`config.mk`:
```
export PLATFORM = sky130hd
export DESIGN_NAME = control_convolucion
export DESIGN_NICKNAME = d
export VERILOG_FILES = /design/src/rtl/conv_pkg.sv /design/src/rtl/contador_ventana.sv /design/src/rtl/control_convolucion.sv
export SDC_FILE = /design/constraint.sdc
export NUM_CORES = 1
export LEC_CHECK = 0
export CAP_MARGIN = 20
export CELL_PAD_IN_SITES_DETAIL_PLACEMENT = 0
export CELL_PAD_IN_SITES_GLOBAL_PLACEMENT = 1
export CORE_UTILIZATION = 37
export CTS_BUF_LIST = sky130_fd_sc_hd__clkbuf_8
export CTS_CLUSTER_DIAMETER = 100
export CTS_CLUSTER_SIZE = 10
export DETAILED_ROUTE_END_ITERATION = 12
export GPL_ROUTABILITY_DRIVEN = 0
export PLACE_DENSITY = 0.84
export SLEW_MARGIN = 20
export SYNTH_ARGS = -nofsm -noshare
export SYNTH_HDL_FRONTEND = slang
export SYNTH_SLANG_ARGS = --single-unit
```
`constraint.sdc`:
```
create_clock -name clk -period 3.1 [get_ports clk]
set_input_delay 0.775 -clock clk [delete_from_list [all_inputs] [get_ports clk]]
set_output_delay 0.775 -clock clk [all_outputs]
set_load 0.005 [all_outputs]
```
`src/rtl/conv_pkg.sv`:
```
// Shared definitions for the convolution sequencer: FSM encoding,
// legal mask sizes and default widths.
package conv_pkg;

    localparam int BITS_PIXEL_DEF     = 8;
    localparam int BITS_DIM_DEF       = 10;
    localparam int CICLOS_TIMEOUT_DEF = 16;

    localparam logic [2:0] MASCARA_PEQUENA = 3'd3;
    localparam logic [2:0] MASCARA_GRANDE  = 3'd5;

    typedef enum logic [2:0] {
        REPOSO,
        VALIDA,
        ESPERA_VENTANA,
        DISPARO,
        ESPERA_RESULTADO,
        AVANZA
    } estado_t;

    function automatic logic mascara_legal(input logic [2:0] tamano);
        return (tamano == MASCARA_PEQUENA) || (tamano == MASCARA_GRANDE);
    endfunction

endpackage

```
`src/rtl/contador_ventana.sv`:
```
// Row/column position of the current output pixel, raster order,
// with wrap at the last column and a last-pixel flag.
module contador_ventana
    import conv_pkg::*;
#(
    parameter int BITS_DIM = BITS_DIM_DEF
) (
    input  logic                clk,
    input  logic                reset,
    input  logic                limpiar,
    input  logic                avanzar,
    input  logic [BITS_DIM-1:0] ultima_columna,
    input  logic [BITS_DIM-1:0] ultima_fila,
    output logic [BITS_DIM-1:0] fila,
    output logic [BITS_DIM-1:0] columna,
    output logic                ultimo
);

    logic [BITS_DIM-1:0] fila_q, fila_d;
    logic [BITS_DIM-1:0] columna_q, columna_d;

    // next position: clear to origin, or step with wrap into the next row
    always_comb begin
        fila_d    = fila_q;
        columna_d = columna_q;
        if (limpiar) begin
            fila_d    = '0;
            columna_d = '0;
        end else if (avanzar) begin
            if (columna_q == ultima_columna) begin
                columna_d = '0;
                fila_d    = fila_q + 1'b1;
            end else begin
                columna_d = columna_q + 1'b1;
            end
        end
    end

    // position registers
    always_ff @(posedge clk) begin
        if (reset) begin
            fila_q    <= '0;
            columna_q <= '0;
        end else begin
            fila_q    <= fila_d;
            columna_q <= columna_d;
        end
    end

    assign fila    = fila_q;
    assign columna = columna_q;
    assign ultimo  = (columna_q == ultima_columna) && (fila_q == ultima_fila);

endmodule

```
`src/rtl/control_convolucion.sv`:
```
// Sequencer between the window builder and the convolution unit:
// walks the valid output grid, hands out one window at a time and
// turns each result into a coordinate-tagged output stream.
//
// state            | meaning
// REPOSO           | idle, waiting for inicio
// VALIDA           | checking latched mask size and dimensions
// ESPERA_VENTANA   | waiting for the window builder
// DISPARO          | one-cycle trigger/ack for the current window
// ESPERA_RESULTADO | waiting for the result strobe, timeout running
// AVANZA           | result presented, stepping to the next pixel
module control_convolucion
    import conv_pkg::*;
#(
    parameter int BITS_PIXEL     = BITS_PIXEL_DEF,
    parameter int BITS_DIM       = BITS_DIM_DEF,
    parameter int CICLOS_TIMEOUT = CICLOS_TIMEOUT_DEF
) (
    input  logic                  clk,
    input  logic                  reset,
    input  logic                  inicio,
    input  logic [BITS_DIM-1:0]   ancho_imagen,
    input  logic [BITS_DIM-1:0]   alto_imagen,
    input  logic [2:0]            tamano_mascara,
    input  logic                  ventana_disponible,
    output logic                  ventana_consumida,
    output logic                  ventana_pixeles_lista,
    input  logic                  pixel_calculado,
    input  logic [BITS_PIXEL-1:0] pixel_resultado,
    output logic [BITS_PIXEL-1:0] pixel_salida,
    output logic                  pixel_salida_valido,
    output logic [BITS_DIM-1:0]   fila_salida,
    output logic [BITS_DIM-1:0]   columna_salida,
    output logic                  ocupado,
    output logic                  imagen_terminada,
    output logic                  error_config,
    output logic                  error_timeout
);

    localparam int BITS_TMR = $clog2(CICLOS_TIMEOUT) + 1;
    localparam logic [BITS_TMR-1:0] TMR_CARGA = BITS_TMR'(CICLOS_TIMEOUT - 1);

    estado_t               estado_q, estado_d;
    logic [BITS_DIM-1:0]   ancho_q, ancho_d, alto_q, alto_d;
    logic [2:0]            tamano_q, tamano_d;
    logic [BITS_TMR-1:0]   timer_q, timer_d;
    logic [BITS_PIXEL-1:0] pixel_salida_q, pixel_salida_d;
    logic [BITS_DIM-1:0]   fila_salida_q, fila_salida_d;
    logic [BITS_DIM-1:0]   columna_salida_q, columna_salida_d;
    logic                  valido_q, valido_d;
    logic                  lista_q, lista_d;
    logic                  consumida_q, consumida_d;
    logic                  ocupado_q, ocupado_d;
    logic                  terminada_q, terminada_d;
    logic                  err_cfg_q, err_cfg_d;
    logic                  err_tmo_q, err_tmo_d;

    logic                  cnt_limpiar, cnt_avanzar, cnt_ultimo;
    logic [BITS_DIM-1:0]   cnt_fila, cnt_columna;
    logic [BITS_DIM-1:0]   tamano_ext;

    assign tamano_ext = BITS_DIM'(tamano_q);

    contador_ventana #(
        .BITS_DIM(BITS_DIM)
    ) u_contador (
        .clk           (clk),
        .reset         (reset),
        .limpiar       (cnt_limpiar),
        .avanzar       (cnt_avanzar),
        .ultima_columna(ancho_q - tamano_ext),
        .ultima_fila   (alto_q - tamano_ext),
        .fila          (cnt_fila),
        .columna       (cnt_columna),
        .ultimo        (cnt_ultimo)
    );

    // next state and next registered outputs; strobes are derived from the
    // next state so they are high exactly while the FSM sits in that state
    always_comb begin
        estado_d         = estado_q;
        ancho_d          = ancho_q;
        alto_d           = alto_q;
        tamano_d         = tamano_q;
        timer_d          = timer_q;
        pixel_salida_d   = pixel_salida_q;
        fila_salida_d    = fila_salida_q;
        columna_salida_d = columna_salida_q;
        valido_d         = 1'b0;
        terminada_d      = 1'b0;
        err_cfg_d        = 1'b0;
        err_tmo_d        = 1'b0;
        cnt_limpiar      = 1'b0;
        cnt_avanzar      = 1'b0;
        case (estado_q)
            REPOSO: begin
                if (inicio) begin
                    ancho_d  = ancho_imagen;
                    alto_d   = alto_imagen;
                    tamano_d = tamano_mascara;
                    estado_d = VALIDA;
                end
            end
            VALIDA: begin
                if (!mascara_legal(tamano_q) || (ancho_q < tamano_ext) || (alto_q < tamano_ext)) begin
                    err_cfg_d = 1'b1;
                    estado_d  = REPOSO;
                end else begin
                    cnt_limpiar = 1'b1;
                    estado_d    = ESPERA_VENTANA;
                end
            end
            ESPERA_VENTANA: begin
                if (ventana_disponible) estado_d = DISPARO;
            end
            DISPARO: begin
                timer_d  = TMR_CARGA;
                estado_d = ESPERA_RESULTADO;
            end
            ESPERA_RESULTADO: begin
                // a strobe on the final allowed cycle still wins over the timeout
                if (pixel_calculado) begin
                    pixel_salida_d   = pixel_resultado;
                    fila_salida_d    = cnt_fila;
                    columna_salida_d = cnt_columna;
                    valido_d         = 1'b1;
                    estado_d         = AVANZA;
                end else if (timer_q == '0) begin
                    err_tmo_d = 1'b1;
                    estado_d  = REPOSO;
                end else begin
                    timer_d = timer_q - 1'b1;
                end
            end
            AVANZA: begin
                if (cnt_ultimo) begin
                    terminada_d = 1'b1;
                    estado_d    = REPOSO;
                end else begin
                    cnt_avanzar = 1'b1;
                    estado_d    = ESPERA_VENTANA;
                end
            end
            default: estado_d = REPOSO;
        endcase
        lista_d     = (estado_d == DISPARO);
        consumida_d = (estado_d == DISPARO);
        ocupado_d   = (estado_d != REPOSO);
    end

    // state, configuration and output registers
    always_ff @(posedge clk) begin
        if (reset) begin
            estado_q         <= REPOSO;
            ancho_q          <= '0;
            alto_q           <= '0;
            tamano_q         <= '0;
            timer_q          <= '0;
            pixel_salida_q   <= '0;
            fila_salida_q    <= '0;
            columna_salida_q <= '0;
            valido_q         <= 1'b0;
            lista_q          <= 1'b0;
            consumida_q      <= 1'b0;
            ocupado_q        <= 1'b0;
            terminada_q      <= 1'b0;
            err_cfg_q        <= 1'b0;
            err_tmo_q        <= 1'b0;
        end else begin
            estado_q         <= estado_d;
            ancho_q          <= ancho_d;
            alto_q           <= alto_d;
            tamano_q         <= tamano_d;
            timer_q          <= timer_d;
            pixel_salida_q   <= pixel_salida_d;
            fila_salida_q    <= fila_salida_d;
            columna_salida_q <= columna_salida_d;
            valido_q         <= valido_d;
            lista_q          <= lista_d;
            consumida_q      <= consumida_d;
            ocupado_q        <= ocupado_d;
            terminada_q      <= terminada_d;
            err_cfg_q        <= err_cfg_d;
            err_tmo_q        <= err_tmo_d;
        end
    end

    assign ventana_consumida     = consumida_q;
    assign ventana_pixeles_lista = lista_q;
    assign pixel_salida          = pixel_salida_q;
    assign pixel_salida_valido   = valido_q;
    assign fila_salida           = fila_salida_q;
    assign columna_salida        = columna_salida_q;
    assign ocupado               = ocupado_q;
    assign imagen_terminada      = terminada_q;
    assign error_config          = err_cfg_q;
    assign error_timeout         = err_tmo_q;

endmodule
```
==> metrics.md, run 1 <==
| Metric | Value |
|---|---|
| WP depth | `10` |
| First-pass GRT wire length | `17300 µm` |
| VDD IR max | `around 0.19 mV` |
| Yosys warning total | `0` |
| Fin nets | `652` |
| P per Cell Area | `438 nW/µm²` |
| H-tree levels | `3` |
| Cell count after synthesis | `531` |
| Fraction of layout cells with a size suffix above 1 | `12.8%` |
| Area occupied by multi-input gates | `2490 µm²` |
| FMAX | `324 MHz` |
| Antenna Nets Post-Route | `0` |
| Diode count | `0` |
| CTS Buffer Depth | `2` |
| Synthesis-to-finish area growth | `30.5%` |
| DP Area | `around 5100 µm²` |
| CP Capture Type | `flip-flop` |
| Rows | `38` |
| Max cap viols | `0` |
| Drt initial violations | `156` |
| CTS root buf | `clkbuf_8` |
| Overall routing resource usage | `18.8%` |
| Delay-heaviest family, CP | `simple AND/OR/NAND/NOR gates` |
| CP Buf/Inv Count | `1` |
| Post-synth top flop | `dfxtp_1` |
| Via count | `3840` |
| Die width | `109 µm` |
| Cts hold-fix bufs | `0` |
| Placed Cells | `between 700 and 800` |
| TritonCTS Buffers | `9` |
| Data required time of the critical path | `3370 ps` |
| Syn nets | `579` |
| Period utilisation layout | `99.5%` |
| EDFF count, synth | `0` |
| Die H | `109 µm` |
| R2R Setup Slk | `20 ps` |
| Crit-path cells | `ha_4 > fa_2 > nand2b_4 > buf_6 > o32ai_2 > nand4_1 > or4_4 > nor4_4 > nand3_1 > mux2i_1` |
| Async SR Flop Fraction | `0%` |
| R2R depth | `10` |
| RSZ-0062 raised after global routing | `yes` |
| Fin cells | `749` |
| Layout fillers | `1092` |
| Die Area | `about 12000 µm²` |
| Clock Skew | `roughly 13 ps` |
| Worst-path clk slew | `90 ps` |
| Worst-path fanout max | `5` |
| CTS tree | `yes` |
| CP max-delay cell | `or4_4` |
| Setup Viol. Count Final | `0` |
| Reg2reg end | `u_contador.fila[8]$_SDFFE_PP0P_` |
| Pins Over Slew Limit | `0` |
| CP arrival | `about 3400 ps` |
| Worst setup path start | `tamano_q[0]$_SDFFE_PP0P_` |
| Post-synthesis cell area | `around 4200 µm²` |
| Origin of the critical flop-to-flop path | `tamano_q[0]$_SDFFE_PP0P_` |
| Synth Register Bits | `85` |
| Post-synth cell types | `56` |
| Max incr delay on CP | `roughly 640 ps` |
| IO Count | `71` |
| Vias per cell | `roughly 5.1` |
| Relative slew slack | `49.1%` |
| Register area | `~1700 µm²` |
| Initial Util | `38.6%` |
| Syn avg cell area | `between 7 and 8 µm²` |
| Clk sinks | `85` |
| Worst Hold Class | `reg2reg` |
| Status | `finished clean` |
| Core area | `roughly 11000 µm²` |
| Sequential share of the synthesized area | `40.1%` |
| HPWL after detailed placement | `7550 µm` |
| Vias in the first global route | `3602` |
| Routed WL | `10700 µm` |
| Setup crit end | `u_contador.fila[8]$_SDFFE_PP0P_` |
| WS Path Type | `reg2reg` |
| Final instance area | `5540 µm²` |
| Worst setup SP type | `flip-flop` |
| Initial antenna violation count | `0` |
| Drt pass-1 iters | `4` |
| Leak | `around 2.0 nW` |
| Avg WL per Cell | `14.3 µm` |
| Final hold viol count | `0` |
| Port Buffers | `70` |
| Min Tclk post-route | `between 3000 and 4000 ps` |
| Worst-Margin Slew | `~760 ps` |
| Fin util | `50.4%` |
| Largest net degree at the start of global routing | `42` |
| Grt ovf | `0` |
| Number of remaining DRC errors | `0` |
| Clk_lat worst skew | `380 ps` |
## worst reg2reg max path, cell delays in order, from the launching register on
cell	delay, ps
dfxtp_1	370
ha_4	180
fa_2	420
nand2b_4	160
buf_6	110
o32ai_2	240
nand4_1	160
or4_4	640
nor4_4	400
nand3_1	150
mux2i_1	140
## synth_stat cells (5+ instances only)
| library cell | number | area, µm² |
|---|---|---|
| a21oi_1 | 74 | 370 |
| clkbuf_1 | 24 | 90.1 |
| dfxtp_1 | 85 | 1700 |
| ha_1 | 10 | 125 |
| inv_1 | 16 | 60.1 |
| nand2_1 | 132 | 495 |
| nand2b_1 | 6 | 37.5 |
| nand3_1 | 10 | 50.1 |
| nand4_1 | 5 | 31.3 |
| nor2_1 | 26 | 97.6 |
| nor3_1 | 12 | 60.1 |
| nor4_1 | 8 | 50.1 |
| o21ai_0 | 5 | 25.0 |
| or3_1 | 6 | 37.5 |
| xnor2_1 | 26 | 228 |
| xor2_1 | 12 | 105 |
## area by class of cell
class                           count  area share, %
Inverter                           16           1.08
Tap cell                          140           3.16
Multi-Input combinational cell    398           44.9
Timing Repair Buffer               94           16.0
Clock inverter                      7           1.76
Clock buffer                        9           2.24
Sequential cell                    85           30.8
## worst min-delay path by stage
stage,slack [ps],endpoint,from,cells after the start
2_1_floorplan,440,alto_q[0]$_SDFFE_PP0P_,alto_q[0]$_SDFFE_PP0P_,2
3_3_place_gp,440,pixel_salida[0]$_SDFFE_PP0P_,pixel_salida[0]$_SDFFE_PP0P_,2
3_5_place_dp,450,fila_salida[4]$_SDFFE_PP0P_,fila_salida[4]$_SDFFE_PP0P_,2
4_1_cts,460,fila_salida[4]$_SDFFE_PP0P_,fila_salida[4]$_SDFFE_PP0P_,2
5_1_grt,480,fila_salida[4]$_SDFFE_PP0P_,fila_salida[4]$_SDFFE_PP0P_,2
6_report,460,fila_salida[4]$_SDFFE_PP0P_,fila_salida[4]$_SDFFE_PP0P_,2
## placed cells by master (no fill, tap or decap), types with 3 or more instances in the layout
master and instances:
a211oi_1 3, a21oi_1 73, a31o_2 3, and3_1 4
buf_4 21, buf_6 3, clkbuf_8 9, clkdlybuf4s50_1 69
dfxtp_1 83, ha_1 8, inv_1 15, mux2i_1 3
nand2_1 132, nand2b_1 5, nand3_1 9, nand3b_1 4
nand4_1 5, nand4b_1 3, nor2_1 26, nor3_1 10
nor3_2 3, nor4_1 6, nor4_4 6, o21ai_0 5
or3_1 6, or4_1 3, xnor2_1 24, xor2_1 12
## logic make-up after synthesis
logic type,share of synthesized area (%)
compound gates,14.7
fa+ha+maj,3.89
simple gates,28.0
xor+xnor,7.85
flops,40.1
mux,0.708
buf+inv,4.69
## what timing repair did
item / 4_1_cts / 5_1_grt
endpoints found under the setup margin: 18 / 17
pin swaps: 2 / 13
setup buffers: 1 / 6
gates resized for setup: 10 / 22
## flip-flops by register name (all words and copies together) (netlist names)
name and cells:
fila_salida 10, ocupado 1, error_timeout 1, pixel_salida 8, estado_q 3, imagen_terminada 1
u_contador.fila 10, columna_salida 10, tamano_q 3, ancho_q 10, ventana_consumida 1, alto_q 10
pixel_salida_valido 1, error_config 1, timer_q 5, u_contador.columna 10
## where the power goes
part | switching (mW) | total, mW | internal (mW)
Clock | 0.424 | 0.881 | 0.457
Sequential | 0.0240 | 1.14 | 1.11
Combinational | 0.207 | 0.406 | 0.199
## stage by stage
step	TNS (ps)	setup WS [ps]	total power, mW	hold slack (ps)
after global routing	-204	-65.9	2.53	476
final	0	16.5	2.42	456
after detailed placement	-764	-128	1.51	447
after global placement	0	49.7	1.50	440
after CTS	0	8.89	2.40	458
after floorplan	0	136	1.39	436
## layer usage
layer	vias to the layer above	share of wire (%)	track usage, %	wire length, µm
li1	1952	-	-	-
met4	0	1.7	7.63	184
met1	1766	48	24.0	5120
met5	-	0	0	0
met2	108	45	30.1	4800
met3	14	5.5	4.90	585
Power figures use the tool's default switching activity.
==> inputs of run 2 (changes only) <==
--- a/config.mk
+++ b/config.mk
@@ -8,6 +8,7 @@
 export CAP_MARGIN = 20
 export CELL_PAD_IN_SITES_DETAIL_PLACEMENT = 0
 export CELL_PAD_IN_SITES_GLOBAL_PLACEMENT = 1
+export CORE_ASPECT_RATIO = 0.9
 export CORE_UTILIZATION = 37
 export CTS_BUF_LIST = sky130_fd_sc_hd__clkbuf_8
 export CTS_CLUSTER_DIAMETER = 100
==> run 2 against run 1 <==
  * Largest power group unchanged
  * Clock skew decreased by 3.7 ps
  * Wire length decreased by 1.5%
  * Critical path type unchanged
  * Clock-buffer cell count increased by 1
  * Register-to-register slack improved by 30 ps
  * Maximum frequency increased by 0.90%
  * Cell count increased by 1.1%
  * Sequential cell count unchanged
  * First-iteration DRC count increased by 3.8%
  * Final area decreased by 0.88%
  * Hold slack improved by 2.7 ps
==> metrics.md, run 2 (same netlist as run 1, synthesis figures left out) <==
| Metric | Value |
|---|---|
| Final instance area | `5490 µm² (was 5540 µm²)` |
| Met1 WL | `4800 µm (was 5120 µm)` |
| Number of remaining DRC errors | `0 (unchanged)` |
| CP arrival | `3310 ps (was 3350 ps)` |
| Die H | `104 µm (was 109 µm)` |
| Fraction of layout cells with a size suffix above 1 | `11.4% (was 12.8%)` |
| CP Capture Type | `flip-flop (unchanged)` |
| Final hold viol count | `0 (unchanged)` |
| Initial antenna violation count | `0 (unchanged)` |
| Origin of the critical flop-to-flop path | `tamano_q[2]$_SDFFE_PP0P_ (was tamano_q[0]$_SDFFE_PP0P_)` |
| Net Sw Power | `0.622 mW (was 0.654 mW)` |
| Initial Util | `38.6% (about the same)` |
| Status | `finished clean (unchanged)` |
| Data required time of the critical path | `3350 ps (was 3370 ps)` |
| Max cap viols | `0 (unchanged)` |
| Most frequent cells in the layout | `nand2_1, dfxtp_1, a21oi_1 (unchanged)` |
| Crit-path cells | `inv_1 > ha_1 > nor2b_2 > o21ai_0 > a31oi_1 > nor4_2 > or4_4 > buf_8 > nor4_4 > nand3_1 > mux2i_1 (was ha_4 > fa_2 > nand2b_4 > buf_6 > o32ai_2 > nand4_1 > or4_4 > nor4_4 > nand3_1 > mux2i_1)` |
| TritonCTS Buffers | `9 (unchanged)` |
| Setup TNS | `0 ps (unchanged)` |
| Max Used Layer | `met4 (unchanged)` |
| RSZ-0062 raised after global routing | `yes (unchanged)` |
| P per Cell Area | `451 nW/µm² (was 438 nW/µm²)` |
| Period utilisation layout | `98.6% (was 99.5%)` |
| Vias in the first global route | `3697 (was 3602)` |
| Most common cell after layout, fill and taps aside | `nand2_1 (unchanged)` |
| Overall routing resource usage | `18.4% (was 18.8%)` |
| Relative slew slack | `47.8% (was 49.1%)` |
| Drt initial violations | `162 (was 156)` |
| CTS Buffer Depth | `2 (unchanged)` |
| R2R Setup Slk | `40 ps (was 20 ps)` |
| Min Tclk post-route | `3060 ps (was 3080 ps)` |
| Largest net degree at the start of global routing | `34 (was 42)` |
| Rows | `36 (was 38)` |
| WL met2 | `5100 µm (was 4800 µm)` |
| Clock power frac | `38.1% (was 36.4%)` |
| WS Path Type | `reg2reg (unchanged)` |
| Clk sinks | `85 (unchanged)` |
| Hold Crit Start | `fila_salida[5]$_SDFFE_PP0P_ (was fila_salida[4]$_SDFFE_PP0P_)` |
| Die width | `115 µm (was 109 µm)` |
| Pins Over Slew Limit | `0 (unchanged)` |
| Cts hold-fix bufs | `0 (unchanged)` |
| Leak | `1.94 nW (was 1.96 nW)` |
| Drt pass-1 iters | `4 (unchanged)` |
| First-pass GRT wire length | `17500 µm (was 17300 µm)` |
| Fin nets | `648 (was 652)` |
| Routed WL | `10500 µm (was 10700 µm)` |
| Via count | `3840 (unchanged)` |
| H-tree levels | `3 (unchanged)` |
| Antenna Nets Post-Route | `0 (unchanged)` |
| DP Area | `5130 µm² (was 5120 µm²)` |
| CP max-delay cell | `or4_4 (unchanged)` |
| Worst setup SP type | `flip-flop (unchanged)` |
| Met3 routed WL | `480 µm (was 585 µm)` |
| Setup Viol. Count Final | `0 (unchanged)` |
| Worst-path fanout max | `8 (was 5)` |
| IO Count | `71 (unchanged)` |
| Grt ovf | `0 (unchanged)` |
| Layout fillers | `1087 (was 1092)` |
| Worst-Margin Slew | `783 ps (was 764 ps)` |
| Port Buffers | `70 (unchanged)` |
| CTS root buf | `clkbuf_8 (unchanged)` |
| Max incr delay on CP | `550 ps (was 640 ps)` |
| Gate power share | `16.0% (was 16.7%)` |
| Vias per cell | `5.07 (was 5.13)` |
| Die Area | `11900 µm² (about the same)` |
| Clock Skew | `9.81 ps (was 13.5 ps)` |
| VDD IR max | `0.295 mV (was 0.192 mV)` |
| Switching share of power | `25.1% (was 27.0%)` |
| CTS tree | `yes (unchanged)` |
| Clk_lat worst skew | `360 ps (was 380 ps)` |
| Diode count | `0 (unchanged)` |
| Avg WL per Cell | `13.9 µm (was 14.3 µm)` |
| Worst-path clk slew | `70 ps (was 90 ps)` |
| Seq pwr share | `45.9% (was 46.9%)` |
| HPWL after detailed placement | `7580 µm (was 7550 µm)` |
| FMAX | `327 MHz (was 324 MHz)` |
| Worst Hold Class | `reg2reg (unchanged)` |
| Core area | `11000 µm² (about the same)` |
| P_int | `1.85 mW (was 1.77 mW)` |
| Synthesis-to-finish area growth | `29.4% (was 30.5%)` |
| Worst setup path start | `tamano_q[2]$_SDFFE_PP0P_ (was tamano_q[0]$_SDFFE_PP0P_)` |
## run 2: changes by cell type in the layout (fill, tap and decap cells not counted), moves of 2 or more
cell        previous run  this run
buf_4                 21        18
buf_6                  3         1
clkinvlp_4             2         0
inv_1                 15        17
inv_6                  2         0
nor2b_2                1         3
nor4_2                 0         2
nor4_4                 6         4
## run 2: final cells by class
type	instances	area, µm²	area share [%]
clock inverters	6	103	1.87
well taps	152	190	3.47
clock buffers	10	138	2.51
repair buffers	90	857	15.6
multi-input cells	398	2430	44.4
inverters	16	60.1	1.09
flip-flops and latches	85	1700	31.1
## run 2: worst paths after layout
kind                                                   endpoint  cells past startpoint
worst max register to register  u_contador.fila[8]$_SDFFE_PP0P_                     11
worst max-delay path            u_contador.fila[8]$_SDFFE_PP0P_                     11
worst min register to register      fila_salida[5]$_SDFFE_PP0P_                      2
worst min-delay path                fila_salida[5]$_SDFFE_PP0P_                      2
## run 2: critical path, delay by kind of cell (launching register included)
kind                       cells  cell delay (ps)
buffers and inverters          2              240
and+or+nand+nor                5             1360
AOI/OAI and AO/OA              2              360
adders and majority gates      1              520
DFF                            1              330
muxes                          1              130
## run 2: repair_timing
item,4_1_cts,5_1_grt
buffers inserted,0,1
endpoints found under the setup margin,7,23
gates cloned,0,0
resized for setup,3,22
pin swaps,1,12
## run 2: metrics by stage
step	setup slack [ps]	std cells	total power [mW]	hold slack, ps	util, %
6_report	44.0	757	2.47	458	49.9
5_1_grt	-64.8	757	2.59	476	49.9
4_1_cts	3.42	756	2.45	459	49.0
3_5_place_dp	-53.5	740	1.51	447	46.7
3_3_place_gp	52.6	740	1.51	443	46.7
2_1_floorplan	136	531	1.39	436	-
## run 2: power by group through the flow
stage               logic, mW  registers (mW)  clock network (mW)
floorplan               0.236            1.15                   0
global placement        0.346            1.16                   0
detailed placement      0.354            1.16                   0
CTS                     0.361            1.13               0.959
global route            0.431            1.14                1.02
finish                  0.396            1.14               0.943
## run 2: routing by layer
| layer | vias to the layer above | track usage [%] |
|---|---|---|
| li1 | 1945 | - |
| met1 | 1803 | 23.2 |
| met2 | 77 | 30.8 |
| met3 | 15 | 4.97 |
| met4 | 0 | 4.64 |
| met5 | - | 0 |
==> inputs of run 3 (changes only) <==
--- a/config.mk
+++ b/config.mk
@@ -11,7 +11,7 @@
 export CORE_ASPECT_RATIO = 0.9
 export CORE_UTILIZATION = 37
 export CTS_BUF_LIST = sky130_fd_sc_hd__clkbuf_8
-export CTS_CLUSTER_DIAMETER = 100
+export CTS_CLUSTER_DIAMETER = 40
 export CTS_CLUSTER_SIZE = 10
 export DETAILED_ROUTE_END_ITERATION = 12
 export GPL_ROUTABILITY_DRIVEN = 0
==> results of run 3 <==
The final DEF is identical to that of run 2; final timing and power are the same.
